File: src/rtl/averager_pkg.sv
// Shared widths, address layout and FSM state encodings for the averager sequencer.
package averager_pkg;
  localparam int FAST_COUNT_WIDTH_D = 13;
  localparam int SLOW_COUNT_WIDTH_D = 19;
  localparam int ADDR_LSB           = 2;

  typedef logic [2:0] state_t;

  localparam state_t ST_IDLE  = 3'd0;
  localparam state_t ST_ARM   = 3'd1;
  localparam state_t ST_FLUSH = 3'd2;
  localparam state_t ST_ACCUM = 3'd3;
  localparam state_t ST_CLOSE = 3'd4;
endpackage

File: src/rtl/averager_sequencer_if.sv
// Sequencer <-> averager counter link: enable/restart out, flush status and sweep address back.
interface averager_sequencer_if import averager_pkg::*; #(
  parameter int FAST_COUNT_WIDTH = FAST_COUNT_WIDTH_D,
  parameter int SLOW_COUNT_WIDTH = SLOW_COUNT_WIDTH_D
);
  logic                        clken;
  logic                        restart;
  logic                        ready;
  logic                        wen;
  logic [SLOW_COUNT_WIDTH-1:0] n_avg;
  logic [FAST_COUNT_WIDTH+1:0] address;

  modport master (output clken, restart, input ready, wen, n_avg, address);
  modport slave  (input clken, restart, output ready, wen, n_avg, address);
endinterface

File: src/rtl/averager_frame_tick.sv
// One-cycle strobe when the sweep-point index wraps to zero from a nonzero value.
module averager_frame_tick import averager_pkg::*; #(
  parameter int FAST_COUNT_WIDTH = FAST_COUNT_WIDTH_D
) (
  input  logic                        clk,
  input  logic                        resetn,
  input  logic [FAST_COUNT_WIDTH+1:0] i_address,
  output logic                        o_tick
);
  logic [FAST_COUNT_WIDTH-1:0] w_idx;
  logic [FAST_COUNT_WIDTH-1:0] r_idx_prev;
  logic                        w_unused_lsb;

  // Address is byte-addressed in 32-bit words; the two LSBs carry nothing.
  assign w_idx        = i_address[FAST_COUNT_WIDTH+1:ADDR_LSB];
  assign w_unused_lsb = ^i_address[ADDR_LSB-1:0];

  always_ff @(posedge clk) begin
    if (!resetn) r_idx_prev <= '0;
    else         r_idx_prev <= w_idx;
  end

  assign o_tick = (w_idx == '0) && (r_idx_prev != '0);
endmodule

File: src/rtl/averager_sequencer.sv
// Run controller for the averager counter: drives clken/restart so one start yields avg_target sweeps.
// Optional `define ACQ_TRIG_EN adds a trig input and an ARM state that waits for a trig rising edge.
module averager_sequencer import averager_pkg::*; #(
  parameter int FAST_COUNT_WIDTH = FAST_COUNT_WIDTH_D,
  parameter int SLOW_COUNT_WIDTH = SLOW_COUNT_WIDTH_D
) (
  input  logic                        clk,
  input  logic                        resetn,
  input  logic                        start,
  input  logic                        stop,
  input  logic                        continuous,
  input  logic [SLOW_COUNT_WIDTH-1:0] avg_target,
`ifdef ACQ_TRIG_EN
  input  logic                        trig,
`endif
  averager_sequencer_if.master        cnt,
  output logic                        busy,
  output logic                        done,
  output logic [SLOW_COUNT_WIDTH-1:0] n_avg_out,
  output logic                        cfg_err
);
  localparam logic [SLOW_COUNT_WIDTH-1:0] ONE = SLOW_COUNT_WIDTH'(1);

  state_t                      r_state;
  logic [SLOW_COUNT_WIDTH-1:0] r_target;
  logic [SLOW_COUNT_WIDTH-1:0] r_frame_cnt;
  logic [SLOW_COUNT_WIDTH-1:0] r_n_avg_out;
  logic                        r_cont;
  logic                        r_clken;
  logic                        r_restart;
  logic                        r_done;
  logic                        r_cfg_err;
  logic                        r_seen_low;
  logic [SLOW_COUNT_WIDTH-1:0] w_frame_inc;
  logic                        w_tick;
  logic                        w_ready_rise;
  logic                        w_one;
  logic                        w_unused;

  averager_frame_tick #(.FAST_COUNT_WIDTH(FAST_COUNT_WIDTH)) u_frame_tick (
    .clk       (clk),
    .resetn    (resetn),
    .i_address (cnt.address),
    .o_tick    (w_tick)
  );

  assign w_frame_inc  = (&r_frame_cnt) ? r_frame_cnt : r_frame_cnt + ONE;
  assign w_ready_rise = r_seen_low & cnt.ready;
  assign w_one        = (r_target == ONE);
  assign w_unused     = cnt.wen;

`ifdef ACQ_TRIG_EN
  logic r_trig_d;
  logic w_trig_rise;

  always_ff @(posedge clk) begin
    if (!resetn) r_trig_d <= 1'b0;
    else         r_trig_d <= trig;
  end

  assign w_trig_rise = trig & ~r_trig_d;
`endif

  always_ff @(posedge clk) begin
    if (!resetn) begin
      r_state     <= ST_IDLE;
      r_target    <= '0;
      r_frame_cnt <= '0;
      r_n_avg_out <= '0;
      r_cont      <= 1'b0;
      r_clken     <= 1'b0;
      r_restart   <= 1'b0;
      r_done      <= 1'b0;
      r_cfg_err   <= 1'b0;
      r_seen_low  <= 1'b0;
    end else begin
      r_restart <= 1'b0;
      r_done    <= 1'b0;
      case (r_state)
        ST_IDLE: begin
          r_clken <= 1'b0;
          if (start && !stop) begin
            if (avg_target == '0) begin
              r_cfg_err <= 1'b1;
            end else begin
              r_cfg_err  <= 1'b0;
              r_target   <= avg_target;
              r_cont     <= continuous;
              r_seen_low <= 1'b0;
`ifdef ACQ_TRIG_EN
              r_state    <= ST_ARM;
`else
              r_state    <= ST_FLUSH;
              r_clken    <= 1'b1;
              r_restart  <= 1'b1;
`endif
            end
          end
        end
`ifdef ACQ_TRIG_EN
        ST_ARM: begin
          if (w_trig_rise) begin
            r_state    <= ST_FLUSH;
            r_clken    <= 1'b1;
            r_restart  <= 1'b1;
            r_seen_low <= 1'b0;
          end
        end
`endif
        // The restart flushes whatever the counter had; wait for its full low/high cycle.
        ST_FLUSH: begin
          if (!cnt.ready) r_seen_low <= 1'b1;
          if (w_ready_rise) begin
            r_state     <= ST_ACCUM;
            r_frame_cnt <= '0;
            r_restart   <= w_one;
            r_seen_low  <= 1'b0;
          end
        end
        // Closing restart lands inside the final sweep so the counter reports exactly r_target.
        ST_ACCUM: begin
          if (r_restart) begin
            r_state    <= ST_CLOSE;
            r_seen_low <= 1'b0;
          end else if (w_tick) begin
            r_frame_cnt <= w_frame_inc;
            if (w_frame_inc == r_target - ONE) r_restart <= 1'b1;
          end
        end
        ST_CLOSE: begin
          if (!cnt.ready) r_seen_low <= 1'b1;
          if (w_ready_rise) begin
            r_done      <= 1'b1;
            r_n_avg_out <= cnt.n_avg;
            r_seen_low  <= 1'b0;
            r_frame_cnt <= '0;
            if (!r_cont) begin
              r_state <= ST_IDLE;
              r_clken <= 1'b0;
            end else begin
`ifdef ACQ_TRIG_EN
              r_state   <= ST_ARM;
              r_clken   <= 1'b0;
`else
              r_state   <= ST_ACCUM;
              r_restart <= w_one;
`endif
            end
          end
        end
        default: r_state <= ST_IDLE;
      endcase
      // Abort overrides any transition taken above.
      if (stop && (r_state != ST_IDLE)) begin
        r_state   <= ST_IDLE;
        r_clken   <= 1'b0;
        r_restart <= 1'b0;
        r_done    <= 1'b0;
      end
    end
  end

  assign cnt.clken   = r_clken;
  assign cnt.restart = r_restart;
  assign busy        = (r_state != ST_IDLE);
  assign done        = r_done;
  assign n_avg_out   = r_n_avg_out;
  assign cfg_err     = r_cfg_err;
endmodule

File: src/flat_wrapper.sv
// flat-port wrapper written by rule: the top's interface ports become plain ports
module averager_sequencer_flat import averager_pkg::*;
#(
  parameter int FAST_COUNT_WIDTH = FAST_COUNT_WIDTH_D,
  parameter int SLOW_COUNT_WIDTH = SLOW_COUNT_WIDTH_D
)
  (clk, resetn, start, stop, continuous, avg_target, busy, done, n_avg_out, cfg_err, cnt_clken, cnt_restart, cnt_ready, cnt_wen, cnt_n_avg, cnt_address);
  averager_sequencer_if #(.FAST_COUNT_WIDTH(FAST_COUNT_WIDTH), .SLOW_COUNT_WIDTH(SLOW_COUNT_WIDTH)) cnt_i ();
  input  logic clk;
  input  logic resetn;
  input  logic start;
  input  logic stop;
  input  logic continuous;
  input  logic [SLOW_COUNT_WIDTH-1:0] avg_target;
  output logic busy;
  output logic done;
  output logic [SLOW_COUNT_WIDTH-1:0] n_avg_out;
  output logic cfg_err;
  output wire logic [$bits(cnt_i.clken)-1:0] cnt_clken;
  output wire logic [$bits(cnt_i.restart)-1:0] cnt_restart;
  input wire logic [$bits(cnt_i.ready)-1:0] cnt_ready;
  input wire logic [$bits(cnt_i.wen)-1:0] cnt_wen;
  input wire logic [$bits(cnt_i.n_avg)-1:0] cnt_n_avg;
  input wire logic [$bits(cnt_i.address)-1:0] cnt_address;
  assign cnt_clken = cnt_i.clken;
  assign cnt_restart = cnt_i.restart;
  assign cnt_i.ready = cnt_ready;
  assign cnt_i.wen = cnt_wen;
  assign cnt_i.n_avg = cnt_n_avg;
  assign cnt_i.address = cnt_address;
  averager_sequencer #(.FAST_COUNT_WIDTH(FAST_COUNT_WIDTH), .SLOW_COUNT_WIDTH(SLOW_COUNT_WIDTH)) u_core (.clk(clk), .resetn(resetn), .start(start), .stop(stop), .continuous(continuous), .avg_target(avg_target), .cnt(cnt_i), .busy(busy), .done(done), .n_avg_out(n_avg_out), .cfg_err(cfg_err));
endmodule
File: config.mk
export PLATFORM = sky130hd
export DESIGN_NAME = averager_sequencer_flat
export DESIGN_NICKNAME = d
export VERILOG_FILES = /design/src/rtl/averager_pkg.sv /design/src/rtl/averager_sequencer_if.sv /design/src/rtl/averager_frame_tick.sv /design/src/rtl/averager_sequencer.sv /design/src/flat_wrapper.sv
export SDC_FILE = /design/constraint.sdc
export NUM_CORES = 1
export LEC_CHECK = 0
export ABC_AREA = 1
export BUFFER_PORTS_ARGS = -buffer_cell sky130_fd_sc_hd__buf_2
export CORE_MARGIN = 5
export CORE_UTILIZATION = 60
export DETAILED_ROUTE_END_ITERATION = 10
export PLACE_DENSITY = 0.83
export SYNTH_ARGS = -nofsm -noshare
export SYNTH_HDL_FRONTEND = slang
export SYNTH_SLANG_ARGS = --single-unit
File: constraint.sdc
create_clock -name clk -period 3.72 [get_ports clk]
set_clock_uncertainty 0.15 [all_clocks]
set_input_delay 0.372 -clock clk [delete_from_list [all_inputs] [get_ports clk]]
set_output_delay 0.372 -clock clk [all_outputs]
set_load 0.02 [all_outputs]
# Word-level counts from Yosys, hierarchy flattened
# Index checks and enable logic that the tools add are counted.
op_classes:
  add_sub_neg: 2
  n_eq_ne: 15
  muxes: 32
  bitwise_logic: 4
  reduce_logical: 23
ops:
  columns: ["op", "count"]
  rows:
  - ["two-way mux 19 bit", 4]
  - ["one-hot mux 19 bit (2 select lines)", 1]
  - ["adder 19 x 1 -> 19 bit (second input constant)", 1]
  - ["== test 19 x 1 -> 1 bit (second input constant)", 1]
  - ["== test 19 bit", 1]
  - ["logical NOT 19 bit", 1]
  - ["AND reduction 19 bit", 1]
  - ["subtractor 19 x 1 -> 19 bit (second input constant)", 1]
  - ["two-way mux 1 bit", 17]
  - ["two-way mux 3 bit", 5]
  - ["logical NOT 13 bit", 1]
  - ["nonzero test 13 bit", 1]
  - ["one-hot mux 3 bit (4 select lines)", 1]
  - ["!= test 2 x 1 -> 1 bit (second input constant)", 5]
  - ["AND reduction 5 bit", 2]
  - ["!= test 2 bit (second input constant)", 4]
  - ["== test 3 x 2 -> 1 bit (second input constant)", 2]
  - ["AND reduction 3 bit", 2]
  - ["nonzero test 3 bit", 2]
  - ["one-hot mux 1 bit (4 select lines)", 1]
  - ["AND reduction 2 bit", 2]
  - ["AND reduction 4 bit", 1]
  - ["nonzero test 2 bit", 2]
  - ["OR reduction 2 bit", 2]
  - ["other kinds (11)", 15]
word_totals:
  reg_bits: 79
  input_bits: 60
  out_inout_bits: 24
  elab_cells: 87

# Longest topological paths before layout
# Gate-level depths: netlist (run 1).
depth:
  ltp_word: 7
  ltp_mapped: 17
  mapped_depth_nobuf: 16

# By module
# Synthesis (run 1) repeated with hierarchy kept, for this count alone.
unflattened:
  hier_cells: 686
  area_unflattened_um2: 4351.7
by_module_without_submodules:
  columns: ["mod", "n_inst", "cells_each", "area_per_inst_um2", "seq_area_each_um2"]
  rows:
  - ["averager_sequencer", 1, 615, 3866.2, 1321.3]
  - ["averager_frame_tick", 1, 71, 485.5, 260.2]

# Worst setup path after synthesis (run 1)
# No wires, ideal clock.
synth_timing:
  path_type: "reg2reg"
  start: "register u_core.r_frame_cnt[0]"
  end: "register u_core.r_restart (netlist: u_core.cnt.restart)"
  setup_ns: 0.066
  t_arrival_ns: 1.903
  required_time_ns: 3.504
  setup_slack_ns: 1.601
  stages_incl_launch_ff: 16
  path_buffers: 2
  period_less_slack_ns: 2.119
  cell_sequence: "dfxtp_1 -> ha_1 -> inv_1 -> nor2_2 -> nand2_2 -> nor2_4 -> nand2_2 -> buf_6 -> buf_6 -> nand4_2 -> nand2_1 -> nor2_1 -> nand2_1 -> nor2_1 -> nand2_1 -> a21oi_2"
synth_between:
  elab_chain_len: 7
  elab_cells_between_ends: 8
  cone_classes: "add/sub (1); eq/ne (1); mux (5); reduce/logical (1)"
synth_lines:
  columns: ["item", "line_no", "text"]
  rows:
  - ["start, declared", "averager_sequencer.sv:26", "logic [SLOW_COUNT_WIDTH-1:0] r_frame_cnt;"]
  - ["start signal, assigned", "averager_sequencer.sv:126", "r_frame_cnt <= w_frame_inc;"]
  - ["adder 19 x 1 -> 19 bit or AND reduction 19 bit (tied branches)", "averager_sequencer.sv:47", "assign w_frame_inc = (&r_frame_cnt) ? r_frame_cnt : r_frame_cnt + ONE;"]
  - ["two-way mux 19 bit (*)", "averager_sequencer.sv:47", null]
  - ["== test 19 bit (*)", "averager_sequencer.sv:127", "if (w_frame_inc == r_target - ONE) r_restart <= 1'b1;"]
  - ["two-way mux 1 bit (*)", "averager_sequencer.sv:127", null]
  - ["two-way mux 1 bit (*)", "averager_sequencer.sv:125", "end else if (w_tick) begin"]
  - ["two-way mux 1 bit (*)", "averager_sequencer.sv:122", "if (r_restart) begin"]
  - ["one-hot mux 1 bit (4 select lines) (*)", "averager_sequencer.sv:79", "case (r_state)"]
  - ["end signal, assigned", "averager_sequencer.sv:116", "r_restart <= w_one;"]
  - ["end signal, assigned", "averager_sequencer.sv:146", "r_restart <= w_one;"]
  - ["end, declared", "averager_sequencer.sv:30", "logic r_restart;"]
# Mark *: on every way between the ends. The rest lies on a longest branch, timed or not.
# A chain may end at the register's enable or synchronous reset.

# Worst setup path after layout (run 1)
# Ends and elaborated chain as after synthesis.

==> results of run 1 <==
-- synthesized netlist by cell type (3+ instances only) --
cell type / count / area, um2
ha_1: 3 / 37.5
xnor2_1: 3 / 26.3
nand3b_1: 3 / 22.5
nand3_1: 71 / 355
o21ai_0: 27 / 135
nor3_1: 7 / 35.0
nand2_2: 4 / 25.0
dfxtp_1: 79 / 1580
nand4_1: 14 / 87.6
nor2_1: 83 / 312
a21oi_1: 64 / 320
inv_1: 81 / 304
nor2_2: 3 / 18.8
clkbuf_1: 19 / 71.3
buf_2: 3 / 15.0
nand2_1: 236 / 886
xor2_1: 9 / 78.8
-- kinds of logic after synthesis --
| logic type | synth area share [%] |
|---|---|
| compound gates | 11.3 |
| xor+xnor | 2.34 |
| buf+inv | 9.29 |
| simple gates | 41.0 |
| flops | 35.3 |
| fa+ha+maj | 0.837 |
-- cell type report --
class                   instances  area [um2]
inverters                      81         304
well taps                      99         124
clock buffers                   9         124
multi-input cells             544        2490
flip-flops and latches         79        1580
clock inverters                 7        80.1
repair buffers                 83         423
fillers                       652        2130
-- worst max-delay path, stage by stage, from the launching register on --
cell and delay, ps:
dfxtp_1 470, ha_1 330, inv_1 80, nor2_2 170, nand2_2 120, nor2_4 140
nand2_2 340, nand2_1 240, inv_1 60, nand2_1 50, nand3_1 70, nor2_1 190
nand2_1 80, nor2_1 90, nand2_1 80, a21oi_2 110
-- per-stage QoR --
stage | std cells | setup WS, ps
final | 902 | 894
after global routing | 902 | 623
after CTS | 902 | 948
after detailed placement | 886 | 965
after global placement | 886 | 1040
after floorplan | 729 | 1600
-- metal layers --
layer / share of wire, % / wire length (um) / vias to the layer above / global-route usage, %
met2: 47 / 5440 / 168 / 43.0
met1: 45 / 5300 / 2129 / 35.5
met5: 0 / 0 / - / 0
li1: - / - / 2464 / -
met3: 6.8 / 794 / 14 / 5.11
met4: 1.3 / 148 / 0 / 7.36
-- worst paths after layout --
path                            slack, ps             startpoint                                 to
worst min-delay path                   50         cnt_address[5]  u_core.u_frame_tick.r_idx_prev[3]
worst min register to register        310   u_core.n_avg_out[17]               u_core.n_avg_out[17]
worst max-delay path                  890  u_core.r_frame_cnt[0]                 u_core.cnt.restart
worst max register to register        890  u_core.r_frame_cnt[0]                 u_core.cnt.restart
-- report_power, final --
group	leakage (nW)	switching [mW]	internal, mW
sequential	0.644	0.0549	0.911
clock	0.102	0.348	0.318
combinational	1.64	0.626	0.299
total	2.39	1.03	1.53
-- registers in the layout (all words and copies together), names as in the netlist --
| register | cells |
|---|---|
| u_core.cfg_err | 1 |
| u_core.cnt.clken | 1 |
| u_core.cnt.restart | 1 |
| u_core.done | 1 |
| u_core.n_avg_out | 19 |
| u_core.r_cont | 1 |
| u_core.r_frame_cnt | 19 |
| u_core.r_seen_low | 1 |
| u_core.r_state | 3 |
| u_core.r_target | 19 |
| u_core.u_frame_tick.r_idx_prev | 13 |
==> metrics.md, run 1 <==
| Metric | Value |
|---|---|
| Tot Pwr | roughly 2.6 mW |
| Share of cells above drive strength 1 | ~14% |
| Commonest non-fill, non-tap cell in the layout | nand2_1 |
| Worst min-delay path class | primary input to flop |
| Final core occ | between 70% and 80% |
| Mapped Cells | roughly 730 |
| Num CTS Buffers | 9 |
| TNS Setup | 0 ps |
| Worst reg-to-reg path cell count | 15 |
| Final ANT Viol Nets | 0 |
| Max cap viols | 0 |
| Synth cell types | 33 |
| Final min period | around 2800 ps |
| Pre-Repair DR Iteration Count | 5 |
| Post-detailed-placement half-perimeter wirelength | around 8800 um |
| Routed len/inst | about 13 um |
| Clk slew on worst S/H paths | approximately 90 ps |
| Post-synthesis sequential area ratio | around a third |
| GR Util All Layers | around a quarter |
| Die Y-Extent | 96.5 um |
| Max-slew headroom | ~44% |
| Drt via density | approximately 5.3 |
| Max clock buf depth | 2 |
| CP Class | flop to flop |
| Syn Std Cell Area | around 4500 um2 |
| Crit end category | flop |
| IO buf count | 80 |
| CP Launch Type | flop |
| RSZ-0062 raised after global routing | no |
| Total global routing overflow | 0 |
| First-pass GRT wire length | around 19000 um |
| GP Congestion | just under 1 |
| Htree depth | 3 |
| Largest net degree at the start of global routing | between 40 and 50 |
| DRT iter0 DRCs | just over 300 |
| Synth async-reset ratio | 0% |
| Post-CTS Resized | 0 |
| Via count | 4775 |
| Placed Area | between 4000 and 5000 um2 |
| Status | complete, no violations |
| Post-synth top flop | dfxtp_1 |
| YS warnings | 0 |
| Crit path DAT | a little under 3000 ps |
| Total die area | roughly 9300 um2 |
| Fmax | between 0.3 and 0.4 GHz |
| Residual DRC | 0 |
| Hold Fails Final Rpt | 0 |
| WL final | ~12000 um |
| Worst Hold Depth | 3 |
| Seq cells post-synth | 79 |
| Final setup viols | 0 |
| Die X | around 96 um |
| Initial antenna violation count | 0 |
| CTS root buf | clkbuf_8 |
| Setup Buffers After CTS | 0 |
| Core ar. | between 7000 and 8000 um2 |
| # clock sinks | between 70 and 80 |
| Area grow syn2layout | 14.2% |
| Vias in the first global route | 4372 |
| Leak | 2.39 nW |
| Hold Worst Slack | 49.2 ps |
| CP required | just under 4000 ps |
| IO Pins | 84 |
| Peak supply drop | between 0.0003 and 0.0004 V |
| Worst-margin pin slew | roughly 840 ps |
| Mapped Nets | a little under 800 |
| Slew Viols, Final | 0 |
| PD cells | around 500 nW/um2 |
| Clk_lat worst skew | 360 ps |
| Syn_area_per_cell | ~6.2 um2 |
| CP max FO | 29 |
| Nets | between 800 and 900 |
| Hold buffers post-CTS | 0 |
| Most frequent cells in the layout | nand2_1 (236), nor2_1 (83), inv_1 (81), buf_2 (80), dfxtp_1 (79) |
| Tcrit/Tclk final | between 70% and 80% |
| Post-synth EDFFs | 0 |
| Starting density of the core | approximately three fifths |
| CTS tree | built |
| Fin area | a little over 5000 um2 |
| Row count | 31 |
| Ant diodes | 0 |
No activity file was read; power rests on OpenSTA's default activity.
==> inputs of run 2 (changes only) <==
CORE_UTILIZATION = 56   (was 60)
PLACE_DENSITY = 0.78   (was 0.83)
clock period = 2.92 ns   (was 3.72 ns; I/O delays follow)
==> metrics.md, run 2 (synthesized netlist as in run 1, its figures left out) <==
| Metric | Value |
|---|---|
| Status | complete, no violations |
| Area grow syn2layout | 18.2% |
| Residual DRC | 0 (unchanged) |
| CTS root buf | clkbuf_8 |
| Post-detailed-placement half-perimeter wirelength | 9140 um (+3.5%) |
| CP Launch Type | flop |
| Total global routing overflow | 0 (unchanged) |
| Crit end category | flop |
| Max cap viols | 0 (unchanged) |
| Vias in the first global route | 4479 (+2.4%) |
| Ant diodes | 0 (unchanged) |
| Slew Viols, Final | 0 (unchanged) |
| CP required | 3060 ps (-800 ps) |
| Hold buffers post-CTS | 13 (+13) |
| Final ANT Viol Nets | 0 (unchanged) |
| CTS tree | built |
| Min-Delay Startpoint | avg_target[0] |
| GP Congestion | 0.941 (-3.2%) |
| First-pass GRT wire length | 19900 um (+2.5%) |
| CP max FO | 29 (unchanged) |
| TNS Setup | 0 ps (unchanged) |
| Clk slew on worst S/H paths | 80 ps (about the same) |
| Post-CTS Resized | 0 (unchanged) |
| Clk_lat worst skew | 350 ps (about the same) |
| Final min period | 2560 ps (-270 ps) |
| Crit path DAT | 2700 ps (-270 ps) |
| Worst r2r dst | u_core.cnt.restart |
| Worst min-delay path class | primary input to flop |
| Fmax | 0.391 GHz (+11%) |
| Nets | 880 (+2.2%) |
| RSZ-0062 raised after global routing | no |
| PD cells | 619 nW/um2 (+24%) |
| Pre-Repair DR Iteration Count | 5 (unchanged) |
| Largest net degree at the start of global routing | 40 (-2.4%) |
| Max-slew headroom | 43.0% (-0.98 points) |
| Drt via density | 5.23 (-1.2%) |
| Num CTS Buffers | 9 (unchanged) |
| Peak supply drop | 0.000365 V (+7.7%) |
| GR Util All Layers | 24.5% (-1.8 points) |
| Initial antenna violation count | 0 (unchanged) |
| Total die area | 9900 um2 (+6.4%) |
| Share of cells above drive strength 1 | 14.6% (+0.40 points) |
| Worst-margin pin slew | 854 ps (+14.7 ps) |
| Tot Pwr | 3.28 mW (+28%) |
| WL final | 12100 um (+3.6%) |
| CP Class | flop to flop |
| IO buf count | 80 (unchanged) |
| Commonest non-fill, non-tap cell in the layout | nand2_1 |
| IO Pins | 84 (unchanged) |
| FF-to-FF Start | u_core.r_frame_cnt[0] |
| Worst reg2reg setup slack | 360 ps (-530 ps) |
| Final setup viols | 0 (unchanged) |
| Leak | 2.47 nW (+3.6%) |
| Die X | 99.5 um (+3.1%) |
| Worst reg-to-reg path cell count | 15 (unchanged) |
| Starting density of the core | 57.7% (-4.1 points) |
| DRT iter0 DRCs | 268 (-13%) |
| Core ar. | 7770 um2 (+7.1%) |
| Row count | 32 (+3.2%) |
| Most frequent cells in the layout | nand2_1 (236), nor2_1 (83), inv_1 (81), buf_2 (80), dfxtp_1 (79) |
| Max clock buf depth | 2 (unchanged) |
| Die Y-Extent | 99.5 um (+3.1%) |
| Endpoint, Worst Hold | u_core.r_target[0] |
| Tcrit/Tclk final | 87.5% (+12 points) |
| # clock sinks | 79 (unchanged) |
| Via count | 4835 (+1.3%) |
| Hold Fails Final Rpt | 0 (unchanged) |
| Setup Buffers After CTS | 0 (unchanged) |
| Routed len/inst | 13.1 um (+1.1%) |
| Worst Hold Depth | 3 (unchanged) |
| Htree depth | 3 (unchanged) |
## run 2: metrics by stage
stage               worst slack (ps)  utilization, %  hold slack, ps  std cells  cell area, um2
finish                           364            68.3            51.8        924            5300
global route                     118            68.3            47.3        924            5300
CTS                              381            68.3            42.2        924            5300
detailed placement               394            63.9             303        895            4970
global placement                 441            63.9             295        895            4970
floorplan                        801               -             235        729            4480
## run 2: critical path, stage by stage, from the launching register on
cell,delay [ps]
dfxtp_1,460
ha_1,210
inv_1,50
nor2_2,160
nand2_2,120
nor2_4,150
nand2_2,330
nand2_1,240
inv_1,50
nand2_1,50
nand3_1,70
nor2_1,120
nand2_1,80
nor2_1,80
nand2_1,70
a21oi_2,100
## run 2: final cells by class
type,count,area (um2)
Clock buffer,9,124
Multi-Input combinational cell,544,2490
Fill cell,703,2470
Inverter,81,304
Clock inverter,7,80.1
Tap cell,102,128
Sequential cell,79,1580
Timing Repair Buffer,102,598
## run 2: worst max-delay path by stage
stage,start,end,slack (ps),depth (start not counted)
2_1_floorplan,u_core.r_frame_cnt[0],u_core.cnt.restart,800,15
3_3_place_gp,u_core.r_frame_cnt[0],u_core.cnt.restart,440,15
3_5_place_dp,u_core.r_frame_cnt[0],u_core.cnt.restart,390,15
4_1_cts,u_core.r_frame_cnt[0],u_core.cnt.restart,380,15
5_1_grt,u_core.r_frame_cnt[0],u_core.cnt.restart,120,15
6_report,u_core.r_frame_cnt[0],u_core.cnt.restart,360,15
## run 2: layer usage
layer  part of all wire, %  GRT usage (%)  up-vias
met2                    46           39.7      170
met3                   6.8           5.26       34
met1                    45           31.7     2121
met4                   2.6           9.87        0
met5                     0              0        -
li1                      -              -     2510
## run 2: power by group
group | internal, mW | total [mW] | switching [mW] | leakage [nW]
registers | 1.16 | 1.23 | 0.0687 | 0.644
logic | 0.405 | 1.22 | 0.814 | 1.73
clock network | 0.405 | 0.835 | 0.430 | 0.102
==> inputs of run 3 (changes only) <==
CORE_UTILIZATION = 60   (was 56)
PLACE_DENSITY = 0.83   (was 0.78)
clock period = 3 ns   (was 2.92 ns; I/O delays follow)
==> metrics.md, run 3 (synthesized netlist as in run 1, its figures left out) <==
| Metric | Value |
|---|---|
| Num CTS Buffers | 9 (unchanged) |
| Most frequent cells in the layout | nand2_1 (236), nor2_1 (83), inv_1 (81), buf_2 (80), dfxtp_1 (79) |
| Crit path DAT | 2830 ps (+130 ps) |
| Top delay family on crit path | simple AND/OR/NAND/NOR gates |
| Residual DRC | 0 (unchanged) |
| Starting density of the core | 61.8% (+4.1 points) |
| Total global routing overflow | 0 (unchanged) |
| Final core occ | 72.6% (+4.3 points) |
| Largest net degree at the start of global routing | 39 (-2.5%) |
| Critical path, cell by cell | ha_1 -> inv_1 -> nor2_2 -> nand2_2 -> nor2_4 -> nand2_2 -> nand2_1 -> inv_1 -> nand2_1 -> nand3_1 -> nor2_1 -> nand2_1 -> nor2_1 -> nand2_1 -> a21oi_2 |
| CTS root buf | clkbuf_8 |
| Pre-Repair DR Iteration Count | 5 (unchanged) |
| Slew Viols, Final | 0 (unchanged) |
| Via count | 4812 (-0.48%) |
| Max clock buf depth | 2 (unchanged) |
| Routed len/inst | 13.0 um (-0.66%) |
| Post-detailed-placement half-perimeter wirelength | 8860 um (-3.1%) |
| Row count | 31 (-3.1%) |
| Final min period | 2700 ps (+139 ps) |
| Worst path most repeated cell | nand2_1 |
| DRT iter0 DRCs | 275 (+2.6%) |
| CTS tree | built |
| Worst-margin pin slew | 859 ps (+5.09 ps) |
| IO Pins | 84 (unchanged) |
| Die Y-Extent | 96.5 um (-3.1%) |
| # fillers | 647 (-8.0%) |
| Status | complete, no violations |
| Peak supply drop | 0.000387 V (+6.0%) |
| Clk slew on worst S/H paths | 80 ps (about the same) |
| Die X | 96.5 um (-3.1%) |
| Max-slew headroom | 42.7% (-0.34 points) |
| Share of cells above drive strength 1 | 14.4% (-0.23 points) |
| Final ANT Viol Nets | 0 (unchanged) |
| Tcrit/Tclk final | 89.8% (+2.3 points) |
| Core ar. | 7250 um2 (-6.6%) |
| GP Congestion | 0.915 (-2.7%) |
| CP max FO | 29 (unchanged) |
| Fmax | 0.371 GHz (-5.2%) |
| Final setup viols | 0 (unchanged) |
| Largest stage delay, worst path | 460 ps (about the same) |
| Area grow syn2layout | 17.4% |
| Drt via density | 5.27 (+0.72%) |
| CP required | 3140 ps (+80 ps) |
| Htree depth | 3 (unchanged) |
| Worst min-delay path class | primary input to flop |
| Max cap viols | 0 (unchanged) |
| IO buf count | 80 (unchanged) |
| Clk_lat worst skew | 350 ps (about the same) |
| GR Util All Layers | 26.7% (+2.2 points) |
| RSZ-0062 raised after global routing | no |
| Ant diodes | 0 (unchanged) |
| PD cells | 636 nW/um2 (+2.6%) |
| Nets | 872 (-0.91%) |
| Commonest non-fill, non-tap cell in the layout | nand2_1 |
| First-pass GRT wire length | 19700 um (-1.0%) |
| Hold Fails Final Rpt | 0 (unchanged) |
| Crit end category | flop |
| CP Class | flop to flop |
| Total die area | 9300 um2 (-6.0%) |
| WL final | 11900 um (-1.8%) |
| CP Buf/Inv Count | 2 (unchanged) |
| Initial antenna violation count | 0 (unchanged) |
| Slowest CP cell | dfxtp_1 |
| CP Launch Type | flop |
| Leak | 2.46 nW (-0.65%) |
| # clock sinks | 79 (unchanged) |
| TNS Setup | 0 ps (unchanged) |
| Vias in the first global route | 4364 (-2.6%) |
## run 3: cell types whose count changed in the layout (fill, tap and decap cells not counted), sizes merged
cell / previous run / this run
clkinv: 3 / 1
clkinvlp: 1 / 0
buf: 89 / 87
dlygate4sd3: 13 / 7
bufinv: 1 / 3
clkbuf: 9 / 10
## run 3: metrics by stage
step                      area, um2  power [mW]  std cells  hold slack, ps  setup WS, ps
after CTS                      5260        3.33        913            5.85           310
final                          5260        3.35        913            11.3           305
after global routing           5260        3.56        913            14.1          48.8
after global placement         4950        2.33        890             295           417
after floorplan                4480        2.06        729             243           881
after detailed placement       4950        2.36        890             302           340
## run 3: worst paths after layout
kind,cells past startpoint,startpoint,slack [ps],end
worst max-delay path,15,u_core.r_frame_cnt[0],300,u_core.cnt.restart
worst min-delay path,3,cnt_address[7],10,u_core.u_frame_tick.r_idx_prev[5]
worst max register to register,15,u_core.r_frame_cnt[0],300,u_core.cnt.restart
worst min register to register,2,u_core.n_avg_out[3],320,u_core.n_avg_out[3]
## run 3: area by class of cell
type	instances	area (um2)	area share [%]
Multi-Input combinational cell	544	2490	47.2
Sequential cell	79	1580	30.1
Timing Repair Buffer	94	523	9.94
Inverter	81	304	5.78
Clock buffer	10	128	2.43
Tap cell	99	124	2.35
Clock inverter	6	116	2.21
## run 3: layer usage
metal	routed length, um	global-route usage [%]	vias to the layer above
met5	0	0	-
met4	171	7.48	0
met3	863	5.34	18
met2	5500	43.3	156
met1	5340	36.2	2151
li1	-	-	2487
## run 3: timing repair
| action | in CTS | in global routing |
|---|---|---|
| resized for setup | 0 | 0 |
| buffers inserted | 0 | 0 |
| endpoints found under the hold margin | 7 | 0 |
| hold buffers | 7 | 0 |
## run 3: report_power, final
part           internal [mW]  switching (mW)  total (mW)
clock                  0.561           0.407       0.968
sequential              1.13          0.0663        1.20
combinational          0.387           0.795        1.18
## run 3: worst min-delay path, delay by kind of cell
| kind | cells | cell delay, ps |
|---|---|---|
| buffers and inverters | 2 | 130 |
| and+or+nand+nor | 1 | 50 |
